**config.mk**
```make
export PLATFORM = sky130hd
export DESIGN_NAME = tinybfly
export DESIGN_NICKNAME = d
export VERILOG_FILES = /design/src/rtl/tinybfly.sv
export SDC_FILE = /design/constraint.sdc
export NUM_CORES = 1
export LEC_CHECK = 0
export CAP_MARGIN = 20
export CORE_MARGIN = 8
export CORE_UTILIZATION = 30
export DETAILED_ROUTE_END_ITERATION = 12
export HOLD_SLACK_MARGIN = 0.06
export SLEW_MARGIN = 30
export SYNTH_ARGS = -nofsm -noshare
export SYNTH_HDL_FRONTEND = slang
export SYNTH_SLANG_ARGS = --single-unit
```
**constraint.sdc**
```tcl
create_clock -name clock -period 2.7 [get_ports clock]
set_input_delay 0.27 -clock clock [delete_from_list [all_inputs] [get_ports clock]]
set_output_delay 0.27 -clock clock [all_outputs]
set_load 0.005 [all_outputs]
```
**src/rtl/tinybfly.sv**
```systemverilog
// Iterative grev/gorc unit: one butterfly stage on adjacent bit pairs per cycle,
// then an unzip, so after LOG2 cycles every stage distance is covered in natural order.
module tinybfly #(
  parameter  int XLEN = 32,
  localparam int LOG2 = $clog2(XLEN)
) (
  input  logic            clock,
  input  logic            reset,
  input  logic            in_valid,
  output logic            in_ready,
  input  logic            op,
  input  logic [XLEN-1:0] rs1,
  input  logic [LOG2-1:0] rs2,
  output logic            out_valid,
  input  logic            out_ready,
  output logic [XLEN-1:0] rd
);

  typedef enum logic [1:0] {IDLE, RUN, DONE} state_t;

  localparam logic [LOG2-1:0] LAST = LOG2'(LOG2 - 1);

  state_t            state_q, state_d;
  logic [XLEN-1:0]   buf_q, buf_d;
  logic [LOG2-1:0]   ctrl_q, ctrl_d;
  logic              op_q, op_d;
  logic [LOG2-1:0]   cnt_q, cnt_d;
  logic              out_valid_q, out_valid_d;
  logic [XLEN-1:0]   rd_q, rd_d;

  logic [XLEN-1:0]   bfly, nxt;
  logic              stage_en;
  logic              accept;

  // Adjacent-pair stage; each unzip rotates the index bits so the next stage
  // sees pairs that were twice as far apart in the original word.
  always_comb begin
    stage_en = ctrl_q[cnt_q];
    bfly     = buf_q;
    nxt      = '0;
    for (int i = 0; i < XLEN/2; i++) begin
      if (stage_en) begin
        if (op_q) begin
          bfly[2*i]   = buf_q[2*i] | buf_q[2*i+1];
          bfly[2*i+1] = buf_q[2*i] | buf_q[2*i+1];
        end else begin
          bfly[2*i]   = buf_q[2*i+1];
          bfly[2*i+1] = buf_q[2*i];
        end
      end
    end
    for (int i = 0; i < XLEN/2; i++) begin
      nxt[i]          = bfly[2*i];
      nxt[XLEN/2 + i] = bfly[2*i+1];
    end
  end

  assign in_ready = (state_q == IDLE) | ((state_q == DONE) & out_ready);
  assign accept   = in_valid & in_ready;

  always_comb begin
    state_d     = state_q;
    buf_d       = buf_q;
    ctrl_d      = ctrl_q;
    op_d        = op_q;
    cnt_d       = cnt_q;
    out_valid_d = out_valid_q;
    rd_d        = rd_q;
    case (state_q)
      IDLE: ;
      RUN: begin
        buf_d = nxt;
        cnt_d = cnt_q + 1'b1;
        if (cnt_q == LAST) begin
          state_d     = DONE;
          out_valid_d = 1'b1;
          rd_d        = nxt;
        end
      end
      DONE: begin
        if (out_ready) begin
          state_d     = IDLE;
          out_valid_d = 1'b0;
        end
      end
      default: state_d = IDLE;
    endcase
    // A retiring DONE can load the next request in the same cycle.
    if (accept) begin
      buf_d   = rs1;
      ctrl_d  = rs2;
      op_d    = op;
      cnt_d   = '0;
      state_d = RUN;
    end
  end

  always_ff @(posedge clock) begin
    if (reset) begin
      state_q     <= IDLE;
      buf_q       <= '0;
      ctrl_q      <= '0;
      op_q        <= 1'b0;
      cnt_q       <= '0;
      out_valid_q <= 1'b0;
      rd_q        <= '0;
    end else begin
      state_q     <= state_d;
      buf_q       <= buf_d;
      ctrl_q      <= ctrl_d;
      op_q        <= op_d;
      cnt_q       <= cnt_d;
      out_valid_q <= out_valid_d;
      rd_q        <= rd_d;
    end
  end

  assign out_valid = out_valid_q;
  assign rd        = rd_q;

endmodule

```
# ---- After elaboration in Yosys (flattened, before gate mapping)
# Cells that the tools add are included.
dict set report totals {
  ff_bits 78
  out_inout_bits 34
  wordCells 89
}
dict set report op_classes {
  addsub 1
  order_cmp 1
  eq_ne 8
  muxes 43
  bitwise 20
  reduce_logical 8
}
# op n
set op_table {}
lappend op_table {{$mux 2} 34}
lappend op_table {{$mux 32} 2}
lappend op_table {{$or 1x1->1} 17}
lappend op_table {{$reduce_and 3->1} 3}
lappend op_table {{$ne 2x2->1 const B} 3}
lappend op_table {{$ne 3x3->1 const B} 2}
lappend op_table {{$pmux 2 s3} 1}
lappend op_table {{$add 5x1->5 const B} 1}
lappend op_table {{$eq 5x3->1 const B} 1}
lappend op_table {{$lt 5x4->1 const B} 1}
lappend op_table {{$mux 1} 4}
lappend op_table {{$reduce_bool 2->1} 2}
lappend op_table {{$bmux 1 s3} 1}
lappend op_table {{$and 1x1->1} 2}
lappend op_table {{$eq 2x1->1 const B} 1}
lappend op_table {{$eq 2x2->1 const B} 1}
lappend op_table {{$logic_not 2->1} 1}
lappend op_table {{$pmux 1 s2} 1}
lappend op_table {{$reduce_and 2->1} 1}
lappend op_table {{$reduce_or 2->1} 1}
lappend op_table {{$not 1->1} 1}

# ---- Longest topological paths before layout
dict set report logic_depth {
  ltp_word 6
  ltp_mapped 8
}

# ---- Least setup slack after synthesis
# No wires, ideal clock.
dict set report synth_path {
  kind {flip-flop to flip-flop}
  startpoint {register cnt_q[0]}
  endpoint {register buf_q[0]}
  setup_ns 0.122
  t_arrival_ns 1.859
  required_ns 2.578
  slack_ns 0.719
  path_stages_with_launch 8
  path_buffers 3
  cell_sequence {dfxtp_1 -> inv_2 -> or4b_1 -> buf_2 -> and3_1 -> buf_6 -> buf_6 -> a221o_1}
}
dict set report synth_between {
  elab_chain_len 5
}
# item line
set synth_rtl {}
lappend synth_rtl {{start, declared} 27} ;# logic [LOG2-1:0] cnt_q, cnt_d;
lappend synth_rtl {{start signal, assigned} 112} ;# cnt_q <= cnt_d;
lappend synth_rtl {{$bmux 1 s3} 38} ;# stage_en = ctrl_q[cnt_q];
lappend synth_rtl {{$mux 1 (not written as such)} 38}
lappend synth_rtl {{$mux 2} 42} ;# if (stage_en) begin
lappend synth_rtl {{$mux 32} 69} ;# case (state_q)
lappend synth_rtl {{$mux 32} 89} ;# if (accept) begin
lappend synth_rtl {{end signal, assigned} 109} ;# buf_q <= buf_d;
lappend synth_rtl {{end, declared} 24} ;# logic [XLEN-1:0] buf_q, buf_d;
# No other way between the ends. The select of a mux whose other input is x is not followed.
# A chain may end at the register's enable or synchronous reset.

# ---- Worst setup path after layout
dict set report layout_path {
  startpoint {register state_q[1]}
  endpoint {output in_ready}
}
dict set report layout_between {
  elab_chain_len 3
}
# item line
set layout_rtl {}
lappend layout_rtl {{start, declared} 23} ;# state_t state_q, state_d;
lappend layout_rtl {{start signal, assigned} 108} ;# state_q <= state_d;
lappend layout_rtl {{$eq 2x2->1} 58} ;# assign in_ready = (state_q == IDLE) | ((state_q == DONE) & out_ready);
lappend layout_rtl {{$and 1x1->1} 58}
lappend layout_rtl {{$or 1x1->1 *} 58}
lappend layout_rtl {{end, declared} 10} ;# output logic in_ready,
# Every way passes the cells marked *; elsewhere a longest branch is shown, timed or not.

==> key figures <==
Placed design
  • Count of input and output buffers: 75
  • Final weighted congestion in routability-driven placement: 0.8437
  • Post-DP HPWL: 8283 microns

Clocking
  • CTS max path bufs: 2
  • Clk_lat worst skew: 330 ps
  • CTS hold repair buffers: 0
  • Sink Count: 78
  • CTS tree: yes
  • Number of gates given a new drive strength after cts: 0
  • Setup repair bufs after CTS: 0
  • Clock-pin slew on the worst setup and hold paths: 60 ps
  • H-tree depth reported by CTS: 3
  • Clock buffer count from CTS: 9
  • Root buffer cell: clkbuf_16

Logic synthesis
  • Dominant register cell in the synthesized netlist: dfxtp_1
  • Sequential area share after synthesis: 0.4159
  • Number of nets produced by synthesis: 503
  • Complex-gate fraction of the synthesized area: 0.2862
  • Synth Area in Simple Gates: 0.2099
  • Most area-consuming cells after synthesis: dfxtp_1, a221o_1, nand3_1
  • Xor/xnor cell area share of the yosys netlist: 0.009330
  • Number of enable-type register cells in the synthesized netlist: 0
  • Post-Syn Instances: 459
  • Area share of the largest cell type after synthesis: 0.4159
  • Distinct cell type count after synthesis: 34
  • Yosys synthesis warning count: 0
  • Combinational family with the most area after synthesis: compound AO/OA/AOI/OAI gates
  • Summed instance area of the synthesized netlist: 3755 sq um
  • Share of flip-flops with an asynchronous set or reset: 0
  • Adder and majority cell fraction of the synthesized area: 0.006664
  • Number of flip-flops and latches in the synthesized netlist: 78
  • Largest area contributor in the synthesized netlist: dfxtp_1
  • Multiplexer area fraction after synthesis: 0.005665
  • Per-instance average area after synthesis: 8.181 sq um

STA
  • Hold Fails Final Rpt: 0
  • Layout Skew: 7.025 ps
  • Final-report max-slew violation count: 0
  • Maximum achievable frequency: 0.4440 GHz
  • Final setup violating endpoints: 0
  • Final clock period utilization by the worst path: 0.8341
  • Pin slew with the least headroom to its limit: 859.2 ps
  • Max-slew headroom at the worst pin: 0.4272
  • Hold Worst Slack: 459.6 ps
  • Final sum of negative setup slack: 0 ps
  • RSZ-0062 raised after global routing: no
  • Period minus WS final: 2252 ps

Floorplanning
  • Height of the chip: 127.9 microns
  • Core outline area: 12410 sq um
  • Initial core utilization: 0.3025
  • Top-level I/O count: 76
  • Die X-Extent: 127.9 microns
  • Cell Rows: 41
  • Total Die Area: 16350 sq um

Critical path
  • Endpoint of the worst-slack reg-to-reg timing path: buf_q[27]
  • Arrival @ worst endpoint: 1980 ps
  • Register-to-register setup slack: 590 ps
  • CP startpoint: state_q[1]
  • Critical path fanouts, max: 34
  • Nature of the critical path startpoint: flop
  • Worst reg2reg path startpoint: cnt_q[0]
  • Critical path type: reg2out
  • Critical Path Sink Type: output port
  • Cell depth of the worst flop-to-flop path: 4
  • Crit path required time: 2430 ps

Finish
  • Final-stage net count: 543
  • Antenna diode count: 0
  • Area used by multi-input combinational logic: 1969 sq um
  • Fraction of final layout cells with drive strength greater than 1: 0.06151
  • Synth-to-layout area growth: 30.22%
  • Final core utilization: 0.3939
  • Sequential cell area in the final layout: 1562 sq um
  • Filler cell count: 1269

Global route
  • Pin count of the biggest net entering global routing: 79
  • Global-route usage over all layers: 0.1480
  • Total global routing overflow: 0
  • Vias in the first global route: 3533
  • Wire length of the first global-routing pass: 19060 microns
  • Antenna violations before repair: 0

Drt
  • First-pass iteration count of the detailed router: 5
  • Via Count: 3716
  • Remaining DRCs: 0
  • Routed WL per cell: 17.70 microns
  • Average vias per placed instance: 5.497
  • Number of DRC markers in iteration 0: 565
  • Remaining antenna violation count: 0
  • Detailed Route WL: 11970 microns

Pwr
  • Total power: 0.002808 W
  • Lkg Pwr: 1.529 nW
  • Ratio of total power to cell area: 574.2 nW/um^2
  • Peak VDD IR: 0.0003550 V

Min path
  • Worst min-delay path category: reg2reg
  • Hold endpoint: ctrl_q[3]
  • Hold depth: 2
  • Origin of the worst min-delay path: ctrl_q[3]

Flow run
  • Max-cap viol count: 0

Run status
  • Outcome: completed
-- cell families (layout without fill, tap and decap cells) --
family | count (synthesis) | count (layout)
muxes | 2 | 2
AOI/OAI and AO/OA | 141 | 141
adders and majority gates | 2 | 2
xor gates and xnor gates | 4 | 4
DFF | 78 | 78
and+or+nand+nor | 174 | 174
buffers and inverters | 58 | 103
-- through the flow --
step           std cells  cell area [sq um]  setup WS (ps)
2_1_floorplan        459               3755          719.3
5_1_grt              676               4890          274.7
6_report             676               4890          447.9
3_3_place_gp         660               4581          114.0
3_5_place_dp         660               4587          429.9
4_1_cts              676               4890          442.7
-- how the worst max path moves through the flow --
stage	endpoint	slack, ps	cells past startpoint
3_3_place_gp	in_ready	110	4
2_1_floorplan	buf_q[0]	720	7
3_5_place_dp	buf_q[8]	430	6
4_1_cts	in_ready	440	3
5_1_grt	in_ready	270	3
6_report	in_ready	450	3
-- layout by cell type (no fill, tap or decap), types with 2 or more instances in the layout --
cell / instances
xor2_1: 3
buf_4: 9
dfxtp_1: 78
nor2_1: 40
clkbuf_1: 2
nor3_1: 5
clkbuf_8: 2
o211ai_1: 32
nand3_1: 64
clkdlybuf4s50_1: 74
a221o_1: 32
nand4_1: 2
nand2_1: 49
a311oi_1: 32
nand2b_1: 3
clkbuf_16: 9
a21oi_1: 41
ha_1: 2
-- synthesized netlist by cell type, drive strengths merged, types with 2 or more instances --
| cell type | n |
|---|---|
| a221o | 32 |
| clkbuf | 46 |
| nor2b | 3 |
| nand2b | 3 |
| nand2 | 49 |
| a21oi | 41 |
| buf | 10 |
| nor3 | 5 |
| nand4 | 2 |
| inv | 2 |
| o211ai | 32 |
| ha | 2 |
| nor2 | 41 |
| nand3 | 64 |
| xor2 | 3 |
| dfxtp | 78 |
| a311oi | 32 |
-- metal layers --
layer  GRT usage  wire, microns  up-vias
li1            -              -     1804
met1      0.1952           5226     1730
met2      0.2194           5349      157
met3     0.03619           1023       25
met4     0.07483            365        0
met5           0              0        -
-- worst max-delay path, stage by stage, from the launching register on --
cell and delay (ps):
dfxtp_1 410, nor2b_4 670, nor2_1 90, clkdlybuf4s50_1 480
-- state kept, by name, indices dropped and copies added, names as in the netlist --
| register | count |
|---|---|
| state_q | 2 |
| ctrl_q | 5 |
| cnt_q | 5 |
| buf_q | 32 |
| rd | 32 |
| op_q | 1 |
| out_valid | 1 |
-- where the power goes --
part,leakage [nW],total (W),switching (W),internal (W)
clock,0.146,0.00122,0.000453,0.000765
combinational,0.748,0.000305,0.000161,0.000144
sequential,0.635,0.00128,0.0000861,0.00120
total,1.53,0.00281,0.000700,0.00211
-- cell type report --
type / instances / area share
well taps: 172 / 0.04401
clock buffers: 13 / 0.05322
clock inverters: 3 / 0.008700
multi-input cells: 323 / 0.4028
flip-flops and latches: 78 / 0.3193
inverters: 2 / 0.001535
repair buffers: 85 / 0.1704
(Power assumes the default switching activity.)
